## config.mk

```make
export PLATFORM = sky130hd
export DESIGN_NAME = cp0_unit
export DESIGN_NICKNAME = d
export VERILOG_FILES = /design/src/rtl/cp0_unit_pkg.sv /design/src/rtl/cp0_unit.sv
export SDC_FILE = /design/constraint.sdc
export NUM_CORES = 1
export LEC_CHECK = 0
export ABC_AREA = 0
export CORE_ASPECT_RATIO = 1.4
export CORE_UTILIZATION = 40
export DETAILED_ROUTE_END_ITERATION = 8
export GPL_ROUTABILITY_DRIVEN = 0
export PLACE_DENSITY_LB_ADDON = 0.15
export SKIP_LAST_GASP = 1
export SLEW_MARGIN = 25
export SYNTH_ARGS = -nofsm -noshare
export SYNTH_HDL_FRONTEND = slang
export SYNTH_SLANG_ARGS = --single-unit
```

## constraint.sdc

```tcl
create_clock -name clk -period 1.7 [get_ports clk]
set_input_delay 0.255 -clock clk [delete_from_list [all_inputs] [get_ports clk]]
set_output_delay 0.255 -clock clk [all_outputs]
set_load 0.01 [all_outputs]
```

## src/rtl/cp0_unit_pkg.sv

```systemverilog
// Shared CP0 constants: register indices, bit positions and FSM state encodings.
package cp0_unit_pkg;

  // CP0 register indices (rd field of MFC0/MTC0)
  localparam logic [4:0] CP0_STATUS = 5'd12;
  localparam logic [4:0] CP0_CAUSE  = 5'd13;
  localparam logic [4:0] CP0_EPC    = 5'd14;
  localparam logic [4:0] CP0_EHBR   = 5'd15;

  // Bit positions inside STATUS and CAUSE
  localparam int STATUS_IE  = 0;
  localparam int STATUS_EXL = 1;
  localparam int CAUSE_IP   = 10;

  // Redirect FSM state encodings
  localparam logic [1:0] CP0_IDLE = 2'd0;
  localparam logic [1:0] CP0_INT  = 2'd1;
  localparam logic [1:0] CP0_ERET = 2'd2;

endpackage

```

## src/rtl/cp0_unit.sv

```systemverilog
// Coprocessor-0 responder: STATUS/CAUSE/EPC/EHBR register file, MFC0/MTC0 access,
// interrupt latching and the PC-redirect FSM for interrupt entry and ERET.
//
// Redirect handshake: jump_en is the valid, if_en is the ready. A redirect is
// transferred at a clock edge where jump_en & if_en are both high; until then
// jump_en and jump_addr are held stable and the FSM does not change state.
module cp0_unit
  import cp0_unit_pkg::*;
#(
  parameter logic [31:0] EHBR_RST = 32'h0000_0010,
  parameter logic        IE_RST   = 1'b0
) (
  input  logic        clk,
  input  logic        rst_n,
  input  logic [4:0]  addr_r,
  output logic [31:0] data_r,
  input  logic        wen,
  input  logic [4:0]  addr_w,
  input  logic [31:0] data_w,
  input  logic        eret,
  input  logic        ir_en,
  input  logic        ir_in,
  input  logic [31:0] ret_addr,
  input  logic        if_en,
  output logic        jump_en,
  output logic [31:0] jump_addr,
  output logic [1:0]  dbg_state
);

  logic [1:0]  state_q, state_d;
  logic        ie_q, ie_d;
  logic        exl_q, exl_d;
  logic        ip_q, ip_d;
  logic [31:0] epc_q, epc_d;
  logic [31:0] ehbr_q, ehbr_d;
  logic        take_int;
  logic        int_ok;

  // MFC0 read port: current register values, no bypass of a same-cycle MTC0
  always_comb begin
    data_r = 32'd0;
    case (addr_r)
      CP0_STATUS: begin
        data_r[STATUS_IE]  = ie_q;
        data_r[STATUS_EXL] = exl_q;
      end
      CP0_CAUSE:  data_r[CAUSE_IP] = ip_q;
      CP0_EPC:    data_r = epc_q;
      CP0_EHBR:   data_r = ehbr_q;
      default:    data_r = 32'd0;
    endcase
  end

  // Redirect outputs decoded from the FSM state
  always_comb begin
    jump_en   = (state_q != CP0_IDLE);
    jump_addr = 32'd0;
    case (state_q)
      CP0_INT:  jump_addr = ehbr_q;
      CP0_ERET: jump_addr = epc_q;
      default:  jump_addr = 32'd0;
    endcase
  end

  assign dbg_state = state_q;

  // Next-state logic: MTC0 writes first, then FSM side effects override them
  always_comb begin
    state_d = state_q;
    ie_d    = ie_q;
    exl_d   = exl_q;
    epc_d   = epc_q;
    ehbr_d  = ehbr_q;

    take_int = (state_q == CP0_INT) && if_en;
    // A level still high at the accepting edge re-arms IP so it is not lost.
    ip_d     = (ip_q & ~take_int) | ir_in;
    // Interrupt qualification apart from EXL, on the next-state IP so a pulse
    // sampled at this edge already raises the request.
    int_ok   = ip_d & ie_q & ir_en;

    if (wen) begin
      case (addr_w)
        CP0_STATUS: begin
          ie_d  = data_w[STATUS_IE];
          exl_d = data_w[STATUS_EXL];
        end
        CP0_EPC:  epc_d  = data_w;
        CP0_EHBR: ehbr_d = data_w;
        default:  ;
      endcase
    end

    case (state_q)
      CP0_IDLE: begin
        if (eret) begin
          state_d = CP0_ERET;
        end else if (int_ok && !exl_q) begin
          state_d = CP0_INT;
        end
      end
      CP0_INT: begin
        if (if_en) begin
          epc_d   = ret_addr;
          exl_d   = 1'b1;
          state_d = CP0_IDLE;
        end
      end
      CP0_ERET: begin
        if (if_en) begin
          exl_d   = 1'b0;
          // EXL drops here, so an interrupt held back by the handler is
          // issued straight away and the two redirects run back to back.
          state_d = int_ok ? CP0_INT : CP0_IDLE;
        end
      end
      default: state_d = CP0_IDLE;
    endcase
  end

  // State and register update; reset aborts any pending redirect immediately
  always_ff @(posedge clk or negedge rst_n) begin
    if (!rst_n) begin
      state_q <= CP0_IDLE;
      ie_q    <= IE_RST;
      exl_q   <= 1'b0;
      ip_q    <= 1'b0;
      epc_q   <= 32'd0;
      ehbr_q  <= EHBR_RST;
    end else begin
      state_q <= state_d;
      ie_q    <= ie_d;
      exl_q   <= exl_d;
      ip_q    <= ip_d;
      epc_q   <= epc_d;
      ehbr_q  <= ehbr_d;
    end
  end

endmodule

```

### Yosys cells after proc, flatten, opt, wreduce, memory -nomap -nowiden

Cells that the tools add are included.

| operators by class | value |
|---|---|
| muxes and demuxes | 20 |
| equality and inequality tests | 12 |
| reduce and logical (&&, ||, !) cells | 8 |
| bitwise logic cells | 5 |

Operators with widths:

| cell | count |
|---|---|
| 2-to-1 mux 32 bit | 4 |
| case mux 32 bit (2 select lines) | 1 |
| case mux 21 bit (2 select lines) | 1 |
| equality test 5 x 4 -> 1 bit, second input constant | 7 |
| case mux 8 bit (2 select lines) | 1 |
| case mux 2 bit (3 select lines) | 2 |
| 2-to-1 mux 2 bit | 4 |
| 2-to-1 mux 1 bit | 5 |
| != test 2 bit, second input constant | 2 |
| AND reduction 2 bit | 2 |
| AND 1 bit | 3 |
| != test 3 bit, second input constant | 1 |
| case mux 1 bit (3 select lines) | 1 |
| AND reduction 3 bit | 1 |
| equality test 2 x 1 -> 1 bit, second input constant | 1 |
| equality test 2 bit, second input constant | 1 |
| logical AND 1 bit | 2 |
| logical NOT 2 bit | 1 |
| case mux 1 bit (2 select lines) | 1 |
| nonzero test 2 bit | 1 |
| logical NOT 1 bit | 1 |
| NOT 1 bit | 1 |
| OR 1 bit | 1 |

| storage, ports and cells | value |
|---|---|
| input bits | 81 |
| logic and storage cells | 51 |
| flip-flop bits (word level) | 69 |
| output and inout bits | 67 |

### Depth between registers and ports, before layout

Gate-level depths: netlist of the first run.

| depth | value |
|---|---|
| word-level depth | 11 |
| depth in mapped cells | 8 |
| gate-level depth less buffers | 5 |

### Worst setup path after synthesis of the first run

Ideal clock, no wire load.

| timing | value |
|---|---|
| kind | register -> register |
| start | register state_q[1], in the netlist dbg_state[1] |
| end | register state_q[0], in the netlist dbg_state[0] |
| buffers on the path | 0 |
| setup time | 0.116 ns |
| slack | -0.059 ns |
| data arrival time | 1.643 ns |
| period minus slack after synthesis | 1.759 ns |
| cell stages (with the launch flop) | 6 |
| data required time | 1.584 ns |
| cells stage by stage | dfrtp_1 -> inv_1 -> ha_1 -> or3b_2 -> or4_1 -> o311ai_0 |

| on the way | value |
|---|---|
| word-level cells in the longest chain between the ends | 10 |
| elaborated cells on any way between the ends | 17 |
| classes of those cells | eq/ne (5); mux (3); bitwise (5); reduce/logical (4) |

Ends and longest elaborated chain:

| what | line | source |
|---|---|---|
| start, declared | cp0_unit.sv:30 | `logic [1:0] state_q, state_d;` |
| start signal, assigned | cp0_unit.sv:131 | `state_q <= state_d;` |
| equality test 2 x 1 -> 1 bit | cp0_unit.sv:75, cp0_unit.sv:94 |  |
| logical AND 1 bit | cp0_unit.sv:75 | `take_int = (state_q == CP0_INT) && if_en;` |
| NOT 1 bit | cp0_unit.sv:77 | `ip_d = (ip_q & ~take_int) \| ir_in;` |
| AND 1 bit | cp0_unit.sv:77 |  |
| OR 1 bit | cp0_unit.sv:77 |  |
| AND 1 bit (2 in series) | cp0_unit.sv:80 | `int_ok = ip_d & ie_q & ir_en;` |
| 2-to-1 mux 1 bit / logical AND 1 bit (equally long branches) | cp0_unit.sv:114, cp0_unit.sv:98 |  |
| 2-to-1 mux 2 bit / != test 3 bit (equally long branches) | -- |  |
| case mux 2 bit (3 select lines) / AND reduction 3 bit (equally long branches) | -- |  |

Several ways; a longest one is shown, not always the timed one. The select of a mux whose other input is x is not followed.
A chain may end at the register's enable or synchronous reset.

### Worst setup path in the final report of the first run

| timing | value |
|---|---|
| start | register state_q[1], in the netlist dbg_state[1] |
| end | output jump_addr[5] |

| on the way | value |
|---|---|
| word-level cells in the longest chain between the ends | 2 |
| elaborated cells on any way between the ends | 3 |
| classes of those cells | eq/ne (2); mux (1) |

Ends and longest elaborated chain:

| what | line | source |
|---|---|---|
| equality test 2 bit / equality test 2 x 1 -> 1 bit (equally long branches) | cp0_unit.sv:58 | `case (state_q)` |
| case mux 32 bit (2 select lines) (*) | cp0_unit.sv:58 |  |
| end, declared | cp0_unit.sv:26 | `output logic [31:0] jump_addr,` |

Mark *: on every way between the ends. The rest lies on a longest branch, timed or not.

==> results of run 1 <==
synth_stat cells, types with 2 or more instances:
library cell	n	area (um^2)
nand4b_1	7	61.31
ha_1	3	37.54
nand2b_1	2	12.51
buf_2	11	55.05
clkbuf_1	21	78.83
buf_12	3	60.06
mux2_4	30	450.4
o21bai_1	2	15.01
o211ai_1	53	397.9
o21ai_0	6	30.03
a31oi_1	7	43.79
mux2i_1	3	30.03
nor2_1	41	153.9
nand2_1	57	214.0
nand3b_1	2	15.01
mux2_2	4	45.04
and2_1	2	12.51
buf_1	6	22.52
a2bb2oi_1	2	17.52
buf_6	2	22.52
a22oi_1	32	240.2
a21boi_0	2	15.01
a22o_1	29	254.0
inv_1	6	22.52
dfrtp_1	68	1702
critical path, delay by kind of cell (launching register included):
kind            cells  cell delay, ps
flops               1             420
buf+inv             4             570
simple gates        1              40
compound gates      1             180
fa+ha+maj           1             170
power groups by stage:
stage                     clock network, mW  registers (mW)  logic [mW]
final                                  2.19            2.71        4.39
after global routing                   2.27            2.77        4.63
after CTS                              2.19            2.65        3.66
after detailed placement                  0            2.64        3.15
after global placement                    0            2.61        3.07
after floorplan                           0            2.50        1.65
state kept, by name, indices dropped and copies added, names as in the netlist:
name       cells
dbg_state      2
ehbr_q        32
epc_q         32
exl_q          1
ie_q           1
ip_q           1
through the flow:
| stage | std cells | TNS, ps |
|---|---|---|
| after floorplan | 418 | -128.1 |
| after CTS | 736 | -7170 |
| final | 763 | -10170 |
| after global placement | 695 | -33380 |
| after detailed placement | 695 | -34480 |
| after global routing | 763 | -15060 |
routing by layer:
| layer | up-vias | GRT usage | wire, um |
|---|---|---|---|
| met4 | 0 | 0.1240 | 631 |
| met2 | 267 | 0.5226 | 8981 |
| met5 | - | 0 | 0 |
| met3 | 53 | 0.06456 | 1237 |
| met1 | 2270 | 0.3615 | 6513 |
| li1 | 1976 | - | - |
cell families after synthesis:
kind of cell / after synthesis / share of synthesized area
AO/OA/AOI/OAI: 140 / 0.2569
adder cells (fa/ha/maj): 3 / 0.009026
buffers and inverters: 49 / 0.06288
flip-flops: 69 / 0.4155
multiplexers: 37 / 0.1264
AND/OR/NAND/NOR: 120 / 0.1294
cell type report:
cell class | count | share of cell area
inverter | 6 | 0.004170
sequential | 69 | 0.2400
multi-input combinational | 301 | 0.3569
timing repair buffer | 236 | 0.3270
clock inverter | 6 | 0.01529
clock buffer | 10 | 0.03319
tap | 135 | 0.02346
timing repair:
item                                   CTS  global route
pin swaps                               17            20
resized for setup                      302            89
setup buffers                           17            21
endpoints found under the hold margin   30             0
hold buffers                             1             0
cloned                                   7             8
setup endpoints to repair               89            97
worst paths after layout:
path	startpoint	end	slack, ps	cells past startpoint
max	dbg_state[1]	jump_addr[5]	-280	7
min	rst_n	dbg_state[1]	410	2
max reg2reg	dbg_state[0]	dbg_state[0]	-170	8
min reg2reg	ehbr_q[23]	ehbr_q[23]	560	1
max in group asynchronous	rst_n	epc_q[30]	710	3
min in group clk	ret_addr[26]	epc_q[26]	500	3
==> flow_summary.json, run 1 <==
{
  "critPathMaxStageDelay_ps": 420,
  "power.density_mw_per_mm2": 1290,
  "violations": "negative setup slack",
  "async_flop_share": 1.000,
  "max-cap-violations": 0,
  "final_common_cell": "clkdlybuf4s50_1",
  "start_util": 0.4156,
  "cts_buffers": 9,
  "final_cell_mix": "76 x clkdlybuf4s50_1, 68 x dfrtp_1, 63 x buf_2, 56 x nand2_1, 53 x o211ai_1",
  "switching_share": 0.3499,
  "drtIter0Drc": 380,
  "path_clk_slew_ps": 60,
  "track_usage": 0.3031,
  "drc": 0,
  "syn-cell-area_mm2": 0.004159,
  "drtAntennaViolNets": 0,
  "core_area_mm2": 0.01001,
  "timing.fmax_ghz": 0.5056,
  "drive_gt1_frac": 0.4522,
  "final_area_mm2": 0.007201,
  "relSlewSlack": 0.5317,
  "min_period_over_period": 1.163,
  "dieArea_mm2": 0.01082,
  "seqPwrFrac": 0.292,
  "grt_pass1_vias": 4535,
  "grt_pass1_wl_um": 24470,
  "synthCells": 418,
  "portBuffers": 147,
  "cp_cell_sequence": "buf_6 > ha_4 > buf_12 > buf_4 > a22oi_2 > nor2_2 > buf_2",
  "dp_hpwl_um": 9762,
  "io-pin-count": 148,
  "grt_setup_unrepaired": "yes",
  "final_hold_viol_count": 0,
  "finish.utilization": 0.7196,
  "synth_flop_cell": "dfrtp_1",
  "drt_first_pass_iters": 5,
  "wl_per_cell_um": 22.76,
  "internal-power_mw": 6.039,
  "placed_area_mm2": 0.006046,
  "antenna_found_initial": 0,
  "setup.worst_path.end_class": "output pin",
  "seq_area_mm2": 0.001728,
  "worst_hold_path_type": "in2async",
  "ys_warn_count": 0,
  "cp-start-kind": "flip-flop",
  "insertion_delay_ps": 330,
  "synth-seq-cells": 69,
  "synth.avg_cell_area_um2": 9.950,
  "dp_worst_setup_slack_ps": -706.2,
  "synth_edf_count": 0,
  "cts-root-buf": "clkbuf_16",
  "seq_area_frac_synth": 0.4155,
  "vdd_ir_drop_max_v": 0.0007137,
  "power.leakage_nw": 3.147,
  "pwr-share-comb": 0.472,
  "core.rowCount": 43,
  "period_needed_ps": 1978,
  "ctsHtreeMaxLevel": 3,
  "power_mw": 9.289,
  "skew_ps": 5.552,
  "vias": 4566,
  "crit_fanout": 17,
  "worst_pin_slew_ps": 700.3,
  "nFillCells": 758,
  "setup_viol": 85,
  "hold_slack_ps": 408.3,
  "power_frac_clock": 0.236,
  "synth_nets": 502,
  "critPathArrivalTime_ps": 1720,
  "final_nets": 707,
  "crit_type": "reg2out",
  "synthDistinctLibCells": 42,
  "antenna_cells": 0,
  "grt_max_degree": 39,
  "crit_slowest_cell": "dfrtp_1",
  "power.switching_mw": 3.250,
  "viasPerCell": 5.984,
  "clock_path_buffers": 2,
  "wl_um": 17360,
  "multiInputGateArea_mm2": 0.002570,
  "setup_ws_ps": -277.9,
  "cts_sinks": 69,
  "slew_viol_final": 0,
  "gr-total-overflow": 0,
  "cts_tree": "built",
  "status": "finished with violations",
  "cp.required_ps": 1440,
  "fp.dieW_um": 88.18,
  "area_growth_pct": 73.13,
  "dieHeight_um": 122.7
}
Note: power is estimated with default switching activity, not from simulation.
==> run 2, diff against run 1 <==
--- a/config.mk
+++ b/config.mk
@@ -7,12 +7,12 @@
 export LEC_CHECK = 0
 export ABC_AREA = 0
 export CORE_ASPECT_RATIO = 1.4
+export CORE_MARGIN = 2
 export CORE_UTILIZATION = 40
 export DETAILED_ROUTE_END_ITERATION = 8
 export GPL_ROUTABILITY_DRIVEN = 0
 export PLACE_DENSITY_LB_ADDON = 0.15
 export SKIP_LAST_GASP = 1
-export SLEW_MARGIN = 25
 export SYNTH_ARGS = -nofsm -noshare
 export SYNTH_HDL_FRONTEND = slang
 export SYNTH_SLANG_ARGS = --single-unit
==> run 2 against run 1 <==
Net effect:
- the run still ends with negative setup slack left
- worst hold slack worse by 18 ps
- critical path depth did not move
- sequential share of layout area rose by 1.9 points
- via count down 4.1%
- die area is 3.9% higher
- maximum frequency up 4.1%
- utilization decreased by 6.9 points
- clock skew is 2.4 ps lower
- final cell count shrank 2.8%
- count of clock-buffer cells in the layout up 2
- first-iteration DRC count down 13%
- non-clock buffer count decreased by 23
==> flow_summary.json, run 2 (synthesis gave the netlist of run 1 again) <==
{
  "min_period_over_period": 1.117,
  "antenna_cells": 0,
  "drtIter0Drc": 330,
  "core_area_mm2": 0.01024,
  "clock_path_buffers": 2,
  "cp.required_ps": 1440,
  "dieArea_mm2": 0.01124,
  "fp.dieW_um": 90.18,
  "grt_setup_unrepaired": "yes",
  "core.rowCount": 44,
  "timing.fmax_ghz": 0.5264,
  "start_util": 0.4062,
  "final_area_mm2": 0.006664,
  "insertion_delay_ps": 330,
  "cp-start-kind": "flip-flop",
  "ctsHtreeMaxLevel": 3,
  "area_growth_pct": 60.23,
  "power_mw": 8.524,
  "cts-root-buf": "clkbuf_16",
  "crit_fanout": 8,
  "violations": "negative setup slack",
  "portBuffers": 147,
  "max-cap-violations": 0,
  "vias": 4380,
  "finish.utilization": 0.6508,
  "period_needed_ps": 1900,
  "cts_sinks": 69,
  "crit_type": "reg2out",
  "gr-total-overflow": 0,
  "setup_viol": 53,
  "drtAntennaViolNets": 0,
  "placed_area_mm2": 0.006022,
  "reg2reg_slack_ps": -40,
  "io-pin-count": 148,
  "status": "finished with violations",
  "cts_tree": "built",
  "grt_pass1_wl_um": 25060,
  "skew_ps": 3.147,
  "slew_viol_final": 0,
  "relSlewSlack": 0.7259,
  "drive_gt1_frac": 0.3924,
  "setup.worst_path.end_class": "output pin",
  "drc": 0,
  "final_common_cell": "clkdlybuf4s50_1",
  "drt_first_pass_iters": 5,
  "grt_max_degree": 37,
  "grt_pass1_vias": 4459,
  "wl_per_cell_um": 21.71,
  "power.leakage_nw": 2.947,
  "vdd_ir_drop_max_v": 0.0006204,
  "setup_ws_ps": -199.6,
  "final_hold_viol_count": 0,
  "cts_buffers": 9,
  "tns_ps": -7192,
  "antenna_found_initial": 0,
  "viasPerCell": 5.903,
  "final_cell_mix": "75 x clkdlybuf4s50_1, 68 x dfrtp_1, 63 x buf_2, 56 x nand2_1, 53 x o211ai_1",
  "track_usage": 0.2838,
  "dieHeight_um": 124.7,
  "wl_um": 16110,
  "final_nets": 683,
  "path_clk_slew_ps": 50,
  "critPathArrivalTime_ps": 1640,
  "power.density_mw_per_mm2": 1279,
  "worst_hold_path_type": "in2async",
  "worst_pin_slew_ps": 411.2,
  "dp_hpwl_um": 9866
}
[run 2: worst paths after layout]
check,start,endpoint,cells after the start
setup / recovery,dbg_state[0],jump_addr[10],7
hold / removal,rst_n,dbg_state[1],2
setup reg to reg,dbg_state[1],dbg_state[0],6
hold reg to reg,ehbr_q[27],ehbr_q[27],1
max in group asynchronous,rst_n,ehbr_q[30],3
min in group clk,ret_addr[26],epc_q[26],3
[run 2: through the flow]
| step | worst slack, ps | instances | hold slack (ps) |
|---|---|---|---|
| 2_1_floorplan | -30.09 | 418 | -40.59 |
| 3_3_place_gp | -664.8 | 701 | 202.7 |
| 3_5_place_dp | -673.6 | 701 | 203.5 |
| 4_1_cts | -187.1 | 739 | 404.4 |
| 5_1_grt | -263.8 | 742 | 422.4 |
| 6_report | -199.6 | 742 | 390.4 |
[run 2: final cells by class]
type | instances | area, um^2
Clock buffer | 12 | 256.5
Clock inverter | 4 | 47.55
Fill cell | 864 | 3576
Inverter | 6 | 25.02
Multi-Input combinational cell | 300 | 2419
Sequential cell | 69 | 1728
Tap cell | 138 | 172.7
Timing Repair Buffer | 213 | 2016
[run 2: where the power goes]
group / switching (mW) / total (mW) / leakage, nW / internal [mW]
Combinational: 1.80 / 3.90 / 1.93 / 2.11
Sequential: 0.562 / 2.73 / 0.870 / 2.17
Clock: 0.682 / 1.89 / 0.149 / 1.21
[run 2: critical path, stage by stage, from the launching register on]
cell and delay, ps:
dfrtp_1 360, inv_2 70, buf_12 120, ha_4 270
inv_4 80, buf_12 150, nor2_1 110, buf_2 150
[run 2: what timing repair did]
item | in CTS | in global routing
pin swaps | 9 | 6
hold endpoints to repair | 25 | 0
resized for setup | 327 | 22
gates cloned | 8 | 2
hold buffers | 1 | 0
setup buffers | 13 | 6
setup endpoints to repair | 66 | 68
[run 2: per-layer routing]
metal | up-vias | wire length [um] | part of all wire | global-route usage
li1 | 1922 | - | - | -
met1 | 2193 | 6297 | 0.39 | 0.3524
met2 | 218 | 8165 | 0.51 | 0.4847
met3 | 47 | 944 | 0.059 | 0.05566
met4 | 0 | 705 | 0.044 | 0.1104
met5 | - | 0 | 0 | 0
==> run 3, diff against run 2 <==
==> constraint.sdc (replaced) <==
create_clock -name clk -period 1.9 [get_ports clk]
set_input_delay 0.285 -clock clk [delete_from_list [all_inputs] [get_ports clk]]
set_output_delay 0.285 -clock clk [all_outputs]
set_load 0.01 [all_outputs]
==> run 3 against run 2 <==
Net effect:
- the flow still finishes with violations (negative setup slack)
- clock skew increased by 3.5 ps
- first-iteration DRC count decreased by 6.4%
- non-clock buffer count decreased by 16
- register-to-register slack improved by 90 ps
- cell area decreased by 2.7%
- power decreased by 16%
- sequential power decreased by 11%
- global-route usage decreased by 1.1 points
- combinational power decreased by 20%
- setup slack improved by 140 ps
- worst hold slack improved by 46 ps
==> flow_summary.json, run 3 (synthesis gave the netlist of run 1 again) <==
{
  "grt_setup_unrepaired": "yes",
  "timing.fmax_ghz": 0.5104,
  "drc": 0,
  "ctsHtreeMaxLevel": 3,
  "relSlewSlack": 0.7081,
  "power.density_mw_per_mm2": 1102,
  "rr_startpoint": "dbg_state[0]",
  "drtIter0Drc": 309,
  "grt_pass1_wl_um": 23960,
  "vdd_ir_drop_max_v": 0.0006175,
  "worst_hold_path_type": "in2async",
  "final_nets": 667,
  "dieArea_mm2": 0.01124,
  "reg2reg_to": "dbg_state[0]",
  "path_clk_slew_ps": 60,
  "core_area_mm2": 0.01024,
  "dp_worst_setup_slack_ps": -539.3,
  "io-pin-count": 148,
  "min_period_over_period": 1.031,
  "clock_path_buffers": 2,
  "insertion_delay_ps": 330,
  "cts_tree": "built",
  "track_usage": 0.2725,
  "portBuffers": 147,
  "period_needed_ps": 1959,
  "area_growth_pct": 55.84,
  "violations": "negative setup slack",
  "drt_first_pass_iters": 7,
  "gr-total-overflow": 0,
  "setup_viol": 30,
  "cts-root-buf": "clkbuf_16",
  "r2r_cells": 7,
  "power_mw": 7.144,
  "placed_area_mm2": 0.005969,
  "cts_buffers": 9,
  "final_cell_mix": "77 x clkdlybuf4s50_1, 68 x dfrtp_1, 61 x buf_2, 56 x nand2_1, 53 x o211ai_1",
  "power.leakage_nw": 2.847,
  "drtAntennaViolNets": 0,
  "start_util": 0.4062,
  "antenna_found_initial": 0,
  "max-cap-violations": 0,
  "wl_um": 15720,
  "cts_sinks": 69,
  "setup_ws_ps": -59.30,
  "status": "finished with violations",
  "slew_viol_final": 0,
  "core.rowCount": 44,
  "critPathArrivalTime_ps": 1670,
  "dp_hpwl_um": 9690,
  "grt_max_degree": 40,
  "fp.dieW_um": 90.18,
  "skew_ps": 6.619,
  "grt_pass1_vias": 4313,
  "reg2reg_slack_ps": 50,
  "wl_per_cell_um": 21.65,
  "final_area_mm2": 0.006481,
  "viasPerCell": 5.817,
  "cp-start-kind": "flip-flop",
  "vias": 4223,
  "antenna_cells": 0,
  "finish.utilization": 0.6329,
  "setup.worst_path.end_class": "output pin",
  "crit_type": "reg2out",
  "final_common_cell": "clkdlybuf4s50_1",
  "drive_gt1_frac": 0.3537,
  "cp.required_ps": 1620,
  "dieHeight_um": 124.7,
  "final_hold_viol_count": 0,
  "worst_pin_slew_ps": 437.9,
  "crit_fanout": 7
}
run 3: cell types whose count changed in the layout (fill, tap and decap cells not counted), moves of 4 or more:
cell / previous run / this run
buf_6: 11 / 7
nor2_1: 34 / 40
dlygate4sd2_1: 2 / 7
buf_4: 32 / 21
nor2_2: 7 / 1
run 3: power by group:
group | switching, mW | internal [mW]
Clock | 0.601 | 0.990
Sequential | 0.483 | 1.94
Combinational | 1.48 | 1.65
run 3: critical path, stage by stage, from the launching register on:
cell and delay [ps]:
dfrtp_1 400, buf_6 130, ha_4 170, buf_12 150, buf_8 140, a22oi_2 140
nor2_1 70, buf_2 140
run 3: timing repair:
item                                   in CTS  in global routing
gates cloned                                6                  1
pin swaps                                  14                 26
setup buffers                               8                  0
setup endpoints to repair                  65                 64
hold buffers                                1                  0
endpoints found under the hold margin      30                  0
gates resized for setup                   303                 14
run 3: worst max path at each step:
stage          depth (start not counted)    startpoint             to  slack [ps]
3_3_place_gp                           6     addr_r[4]     data_r[15]        -530
4_1_cts                                7  dbg_state[0]   jump_addr[6]         -80
3_5_place_dp                           6     addr_r[4]     data_r[15]        -540
5_1_grt                                7  dbg_state[0]  jump_addr[10]        -100
6_report                               7  dbg_state[0]  jump_addr[12]         -60
2_1_floorplan                          5  dbg_state[1]   dbg_state[0]         140
run 3: cell type report:
type                            count  area, um^2
Clock buffer                       15       277.8
Clock inverter                      1       5.005
Fill cell                         864        3759
Inverter                            6       22.52
Multi-Input combinational cell    300        2394
Sequential cell                    69        1728
Tap cell                          138       172.7
Timing Repair Buffer              197        1882
run 3: metal layers:
layer,share of wire,up-vias,GRT usage
met4,0.028,0,0.1122
met3,0.068,31,0.06110
met5,0,-,0
li1,-,1887,-
met1,0.39,2089,0.3285
met2,0.51,216,0.4679
run 3: metrics by stage:
step,TNS [ps],hold slack [ps],std cells
floorplan,0,-10.59,418
global placement,-18600,246.5,694
detailed placement,-19890,249.4,694
CTS,-1517,449.8,725
global route,-2575,464.1,726
finish,-1078,436.4,726
